===== config.mk =====
export PLATFORM = sky130hd
export DESIGN_NAME = gpio_mmio
export DESIGN_NICKNAME = d
export VERILOG_FILES = /design/src/rtl/gpio_mmio.sv
export SDC_FILE = /design/constraint.sdc
export NUM_CORES = 1
export LEC_CHECK = 0
export CAP_MARGIN = 20
export CORE_MARGIN = 4
export CORE_UTILIZATION = 39
export DETAILED_ROUTE_END_ITERATION = 6
export PLACE_DENSITY = 0.8
export SLEW_MARGIN = 10
export SYNTH_ARGS = -nofsm -noshare
export SYNTH_HDL_FRONTEND = slang
export SYNTH_SLANG_ARGS = --single-unit

===== constraint.sdc =====
create_clock -name clk -period 1.5 [get_ports clk]
set_input_delay 0.375 -clock clk [delete_from_list [all_inputs] [get_ports clk]]
set_output_delay 0.375 -clock clk [all_outputs]
set_load 0.02 [all_outputs]

===== src/rtl/gpio_mmio.sv =====
`default_nettype none
// ============================================================================
//  Module      : gpio_mmio
//  Description : Memory-mapped GPIO: direction, output latch, synchronised
//                (optionally debounced) inputs, edge capture with W1C status
//                and a level interrupt. Debounce enabled by GPIO_DEBOUNCE_EN.
//  Revision    : 1.0 - initial release
// ============================================================================
module gpio_mmio #(
    parameter int WIDTH           = 8,
    parameter int DEBOUNCE_CYCLES = 50000,
    parameter int CNT_W           = $clog2(DEBOUNCE_CYCLES + 1)
) (
    input  logic             clk,
    input  logic             rst,
    input  logic             sel,
    input  logic [31:0]      Adr_in,
    input  logic             MemWrite_in,
    input  logic [31:0]      Data_in,
    output logic [31:0]      Data_out,
    input  logic [WIDTH-1:0] gpio_port_in,
    output logic [WIDTH-1:0] gpio_port_out,
    output logic [WIDTH-1:0] gpio_port_oe,
    output logic             irq
);

    localparam logic [2:0] c_OFS_OUT  = 3'd0;
    localparam logic [2:0] c_OFS_DIR  = 3'd1;
    localparam logic [2:0] c_OFS_IN   = 3'd2;
    localparam logic [2:0] c_OFS_IEN  = 3'd3;
    localparam logic [2:0] c_OFS_STAT = 3'd4;
    localparam logic [2:0] c_OFS_MODE = 3'd5;

    logic [WIDTH-1:0] out_q;
    logic [WIDTH-1:0] dir_q;
    logic [WIDTH-1:0] irq_en_q;
    logic [WIDTH-1:0] edge_stat_q;
    logic [WIDTH-1:0] edge_stat_d;
    logic [WIDTH-1:0] edge_mode_q;
    logic [WIDTH-1:0] sync1_q;
    logic [WIDTH-1:0] sync2_q;
    logic [WIDTH-1:0] prev_q;
    logic [WIDTH-1:0] w_in_val;
    logic [WIDTH-1:0] w_event;
    logic [WIDTH-1:0] w_wdata;
    logic [2:0]       w_ofs;
    logic             w_wr;
    logic [31:0]      w_rdata;
    logic             w_unused;

    assign w_wr     = sel & MemWrite_in;
    assign w_ofs    = Adr_in[4:2];
    assign w_wdata  = Data_in[WIDTH-1:0];
    assign w_unused = ^{Adr_in[31:5], Adr_in[1:0], Data_in};

    always_ff @(posedge clk or negedge rst) begin
        if (!rst) begin
            out_q       <= '0;
            dir_q       <= '0;
            irq_en_q    <= '0;
            edge_mode_q <= '0;
            edge_stat_q <= '0;
            sync1_q     <= '0;
            sync2_q     <= '0;
            prev_q      <= '0;
        end else begin
            if (w_wr) begin
                case (w_ofs)
                    c_OFS_OUT:  out_q       <= w_wdata;
                    c_OFS_DIR:  dir_q       <= w_wdata;
                    c_OFS_IEN:  irq_en_q    <= w_wdata;
                    c_OFS_MODE: edge_mode_q <= w_wdata;
                    default:    ;
                endcase
            end
            edge_stat_q <= edge_stat_d;
            sync1_q     <= gpio_port_in;
            sync2_q     <= sync1_q;
            prev_q      <= w_in_val;
        end
    end

`ifdef GPIO_DEBOUNCE_EN
    // A pin's filtered value only follows sync2 after it has differed for
    // DEBOUNCE_CYCLES consecutive cycles; any agreement restarts the count.
    for (genvar i = 0; i < WIDTH; i++) begin : g_debounce
        logic [CNT_W-1:0] cnt_q;
        logic             val_q;

        always_ff @(posedge clk or negedge rst) begin
            if (!rst) begin
                cnt_q <= '0;
                val_q <= 1'b0;
            end else if (sync2_q[i] == val_q) begin
                cnt_q <= '0;
            end else if (cnt_q == CNT_W'(DEBOUNCE_CYCLES - 1)) begin
                val_q <= sync2_q[i];
                cnt_q <= '0;
            end else begin
                cnt_q <= cnt_q + 1'b1;
            end
        end

        assign w_in_val[i] = val_q;
    end : g_debounce
`else
    logic [CNT_W-1:0] w_unused_cnt;

    assign w_unused_cnt = CNT_W'(DEBOUNCE_CYCLES);
    assign w_in_val     = sync2_q;
`endif

    // Output pins never report edges, so a DIR or EDGE_MODE change alone is silent.
    assign w_event = ~dir_q & ((edge_mode_q & prev_q & ~w_in_val) |
                               (~edge_mode_q & ~prev_q & w_in_val));

    always_comb begin
        edge_stat_d = edge_stat_q;
        if (w_wr && (w_ofs == c_OFS_STAT)) begin
            edge_stat_d = edge_stat_d & ~w_wdata;
        end
        edge_stat_d = edge_stat_d | w_event;
    end

    always_comb begin
        w_rdata = '0;
        if (sel) begin
            case (w_ofs)
                c_OFS_OUT:  w_rdata[WIDTH-1:0] = out_q;
                c_OFS_DIR:  w_rdata[WIDTH-1:0] = dir_q;
                c_OFS_IN:   w_rdata[WIDTH-1:0] = w_in_val;
                c_OFS_IEN:  w_rdata[WIDTH-1:0] = irq_en_q;
                c_OFS_STAT: w_rdata[WIDTH-1:0] = edge_stat_q;
                c_OFS_MODE: w_rdata[WIDTH-1:0] = edge_mode_q;
                default:    ;
            endcase
        end
    end

    assign Data_out      = w_rdata;
    assign gpio_port_out = out_q;
    assign gpio_port_oe  = dir_q;
    assign irq           = |(edge_stat_q & irq_en_q);

endmodule : gpio_mmio
`default_nettype wire


Word-level counts from Yosys, hierarchy flattened
Cells that the tools add are included.
{"block": "totals", "in_bits": 76, "out_inout_bits": 49, "regBits": 64, "elab_cells": 38}
{"block": "op_classes", "bitwise_logic": 15, "eq_ne": 5, "muxes": 3, "reduce_logical": 7}
{"op": "8-bit bitwise AND", "count": 7}
{"op": "8-bit one-hot mux with 6 select lines", "count": 1}
{"op": "8-bit NOT", "count": 5}
{"op": "8-bit two-way mux", "count": 2}
{"op": "8-bit bitwise OR", "count": 2}
{"op": "2-bit AND reduction", "count": 4}
{"op": "8-bit OR reduction", "count": 1}
{"op": "3-bit by 2-bit equality test with 1-bit output (second input constant)", "count": 2}
{"op": "3-bit equality test (second input constant)", "count": 2}
{"op": "3-bit by 1-bit equality test with 1-bit output (second input constant)", "count": 1}
{"op": "3-bit logical NOT", "count": 1}
{"op": "1-bit bitwise AND", "count": 1}
{"op": "1-bit logical AND", "count": 1}

Depth between registers and ports, before layout
Gate-level depths: netlist of run 1.
{"block": "logic_depth", "word_depth": 6, "depth_mapped": 5, "depth_no_buf": 3}

Least setup slack after synthesis of run 1
No wires, ideal clock.
{"block": "synth_path", "kind": "input to output", "start": "input Adr_in[4]", "end": "output Data_out[1]", "t_arrival_ns": 1.400, "stages": 3, "setup_slack_ns": -0.275, "t_required_ns": 1.125, "n_path_buf": 1, "cell_sequence": "or3b_1 > clkbuf_1 > o21ai_0"}
{"block": "synth_via", "elab_chain_len": 3, "elab_cells_between_ends": 8, "cone_classes": "eq/ne: 5; mux: 2; reduce/logical: 1"}
{"element": "start, declared", "line": "17", "rtl": "input logic [31:0] Adr_in,"}
{"element": "3-bit equality test, or another cell as far along", "line": "128", "rtl": "case (w_ofs)"}
{"element": "8-bit one-hot mux with 6 select lines (*)", "line": "128"}
{"element": "8-bit two-way mux (*)", "line": "127", "rtl": "if (sel) begin"}
{"element": "end, declared", "line": "20", "rtl": "output logic [31:0] Data_out,"}
Every way passes the cells marked *; elsewhere a longest branch is shown, timed or not.

Worst setup path in the final report of run 1
{"block": "layout_path", "start": "input Adr_in[4]", "end": "output Data_out[5]"}
Same word-level chain as after synthesis.

==> out/results.ini, run 1 <==
[run_status]
outcome = finished with violations
violations = negative setup slack

[grt]
grt_overflow = 0
met3_usage_pct = 5.082
met2_usage_pct = 26.91
met1_usage_pct = 22.08
antenna_found_initial = 0
busiest_layer = met2
track_usage_pct = 17.18
grt_start_max_net_pins = 26
first_global_vias = 2289
grt_pass1_wl_microns = 11500

[power_and_ir_drop]
p_per_area_nw_per_um2 = 1158
peakVddDrop_mv = 0.7217
power_leakage_nw = 2.060

[finish]
fin_util_pct = 57.76
syn2layout_area_growth_pct = 41.61
final_area_sq_um = 4279
final_cells = 449
final_nets = 422
drive_gt1_share_pct = 45.71
n_antenna_cell = 0
n_fill_cell = 634

[setup_path]
path_class = in -> out
rr_worst_depth = 4
crit_chain = buf_6, or3b_4, buf_6, o22a_1, o21ai_2, buf_6
cp_data_required_time_ns = 1.12
critPathCaptureType = output pin
cp_max_fo = 4
cp_slowest_cell = or3b_4
crit_top_cell = buf_6
cpPeakStageDelay_ns = 0.41
crit_path_start_kind = primary input
crit_arrival_ns = 1.42

[placed_design]
postPlaceCellArea_sq_um = 4008
gp_congestion = 0.7479
hpwl_microns = 4991
port_buffers = 47
post-place-cells = 428

[die]
core_sq_um = 7408
die_h_microns = 96.02
die_area_sq_um = 9220
io_pins = 125
initial_core_util_pct = 40.79
fp.dieW_microns = 96.02
fp-row-count = 31

[cts]
numCtsBuffers = 9
cts_buffer_depth = 2
cts_tree = done
path_clk_slew_ns = 0.07
clkSinkCount = 64
cts-root-buf = clkbuf_8
clock_latency_ns = 0.34
htreeDepth = 3

[timing]
hold_viol = 0
fmax_mhz = 555.7
worst_slack_ns = -0.2996
finClkSkew_ns = 0.005449
timing.final.crit_share_pct = 120.0
setup_violations = 17
fin_setup_tns_ns = -2.477
rsz0062_at_grt = yes
report.final.slew_viol_count = 0
min_period_ns = 1.800

[logic_synthesis]
yosysSeqAreaShare_pct = 53.00
yosysWarningCount = 0
synth-compound-area-share_pct = 9.275
synth-simple-area-share_pct = 7.039
netlist_area_sq_um = 3022
postSynthCellCount = 231
ys_ff_latch = 64
synth_top_family_by_area = multiplexers
synth_xor_area_share_pct = 0
syn_avg_cell_area_sq_um = 13.08
synthMuxAreaShare_pct = 21.86
ys_types = 29
synthAdderAreaFrac_pct = 0

[worst_hold_path]
whs_path_depth = 0
worstHoldPathType = reg -> reg

[detailed_routing]
first_pass_iters = 4
vias = 2162
drc = 0
avgViaCountPerCell = 4.815
drtIter0Drc = 84
routed_wl_microns = 7351
wl_per_cell_microns = 16.37
antenna_left = 0

[job]
cap_violations = 0

## per-stage QoR
stage	worst slack [ns]	total power, mW	hold slack [ns]
final	-0.2996	4.957	0.3452
after global routing	-0.3428	5.230	0.3547
after floorplan	-0.06738	2.956	0.07941
after detailed placement	-1.156	3.709	0.3334
after CTS	-0.3043	5.015	0.3478
after global placement	-1.174	3.666	0.3308
## cells by family after synthesis
| logic type | count (synthesis) |
|---|---|
| muxes | 56 |
| buffers and inverters | 39 |
| AOI/OAI and AO/OA | 44 |
| and+or+nand+nor | 27 |
| other | 1 |
| DFF | 64 |
## cell usage in the layout (no fill, tap or decap), types with 11 or more instances in the layout
master	n
buf_2	19
buf_4	47
buf_6	19
clkbuf_8	11
clkdlybuf4s50_1	16
conb_1	24
dfrtp_1	64
mux2_2	16
mux2_4	16
mux2i_1	22
## critical path: cells and delay by family
family | cells | cell delay (ns)
AOI/OAI and AO/OA | 2 | 0.25
and+or+nand+nor | 1 | 0.41
buffers and inverters | 3 | 0.39
## routing by layer
layer	vias up	share of wire, %
met5	-	0
met4	0	2.3
met3	16	5.3
met2	66	49
met1	1065	44
li1	1015	-
## layout make-up
cell class	count	area, sq um	area share [%]
Timing Repair Buffer	112	1041	24.33
Sequential cell	64	1602	37.43
Clock buffer	11	151.4	3.538
Tap cell	99	123.9	2.895
Clock inverter	4	20.02	0.4678
Inverter	8	30.03	0.7018
Multi-Input combinational cell	151	1311	30.64
## final timing paths
kind | startpoint | to | slack, ns
setup / recovery | Adr_in[4] | Data_out[5] | -0.30
hold / removal | sync1_q[2]$_DFF_PN0_ | sync2_q[2]$_DFF_PN0_ | 0.35
setup reg to reg | sync2_q[0]$_DFF_PN0_ | edge_stat_q[0]$_DFF_PN0_ | 0.46
hold reg to reg | sync1_q[2]$_DFF_PN0_ | sync2_q[2]$_DFF_PN0_ | 0.35
max in group asynchronous | rst | prev_q[1]$_DFF_PN0_ | 0.50
min in group asynchronous | rst | gpio_port_out[4]$_DFFE_PN0P_ | 0.50
## what timing repair did
item	4_1_cts	5_1_grt
endpoints found under the setup margin	65	23
gates resized for setup	146	14
endpoints found under the hold margin	15	0
buffers inserted	1	2
hold buffers	1	0
cloned	2	0
pin swaps	4	3
## synthesized netlist by cell type (all sizes together)
master  number  area [sq um]
o22a         8         70.07
inv          8         30.03
nand3        1         10.01
clkbuf       1         3.750
mux2        32         420.4
nand2b       1         6.260
dfrtp       64          1602
and3b        1         8.760
nor3b        8         71.32
mux2i       24         240.2
or3b         1         8.760
o21ai       16         80.07
nand3b       3         35.03
nand4        1         6.260
o31ai        8         60.06
conb         1         3.750
buf         30         229.0
nor2b        7         43.79
nor2         2         10.01
a21oi        8         40.04
a22oi        4         30.03
or3          2         12.51
## registers in the layout, summed over array words and instances (netlist names)
| register | flops |
|---|---|
| edge_mode_q | 8 |
| edge_stat_q | 8 |
| gpio_port_oe | 8 |
| gpio_port_out | 8 |
| irq_en_q | 8 |
| prev_q | 8 |
| sync1_q | 8 |
| sync2_q | 8 |
## where the power goes
| part | total (mW) | internal [mW] | switching, mW |
|---|---|---|---|
| sequential | 2.16 | 1.99 | 0.173 |
| clock | 1.30 | 0.668 | 0.629 |
| combinational | 1.50 | 0.813 | 0.687 |
(Power assumes the default switching activity.)
==> inputs of run 2 (changes only) <==
- HOLD_SLACK_MARGIN: default -> 0.08
==> results of run 2 <==
The final DEF is identical to that of run 1; final timing and power are the same.
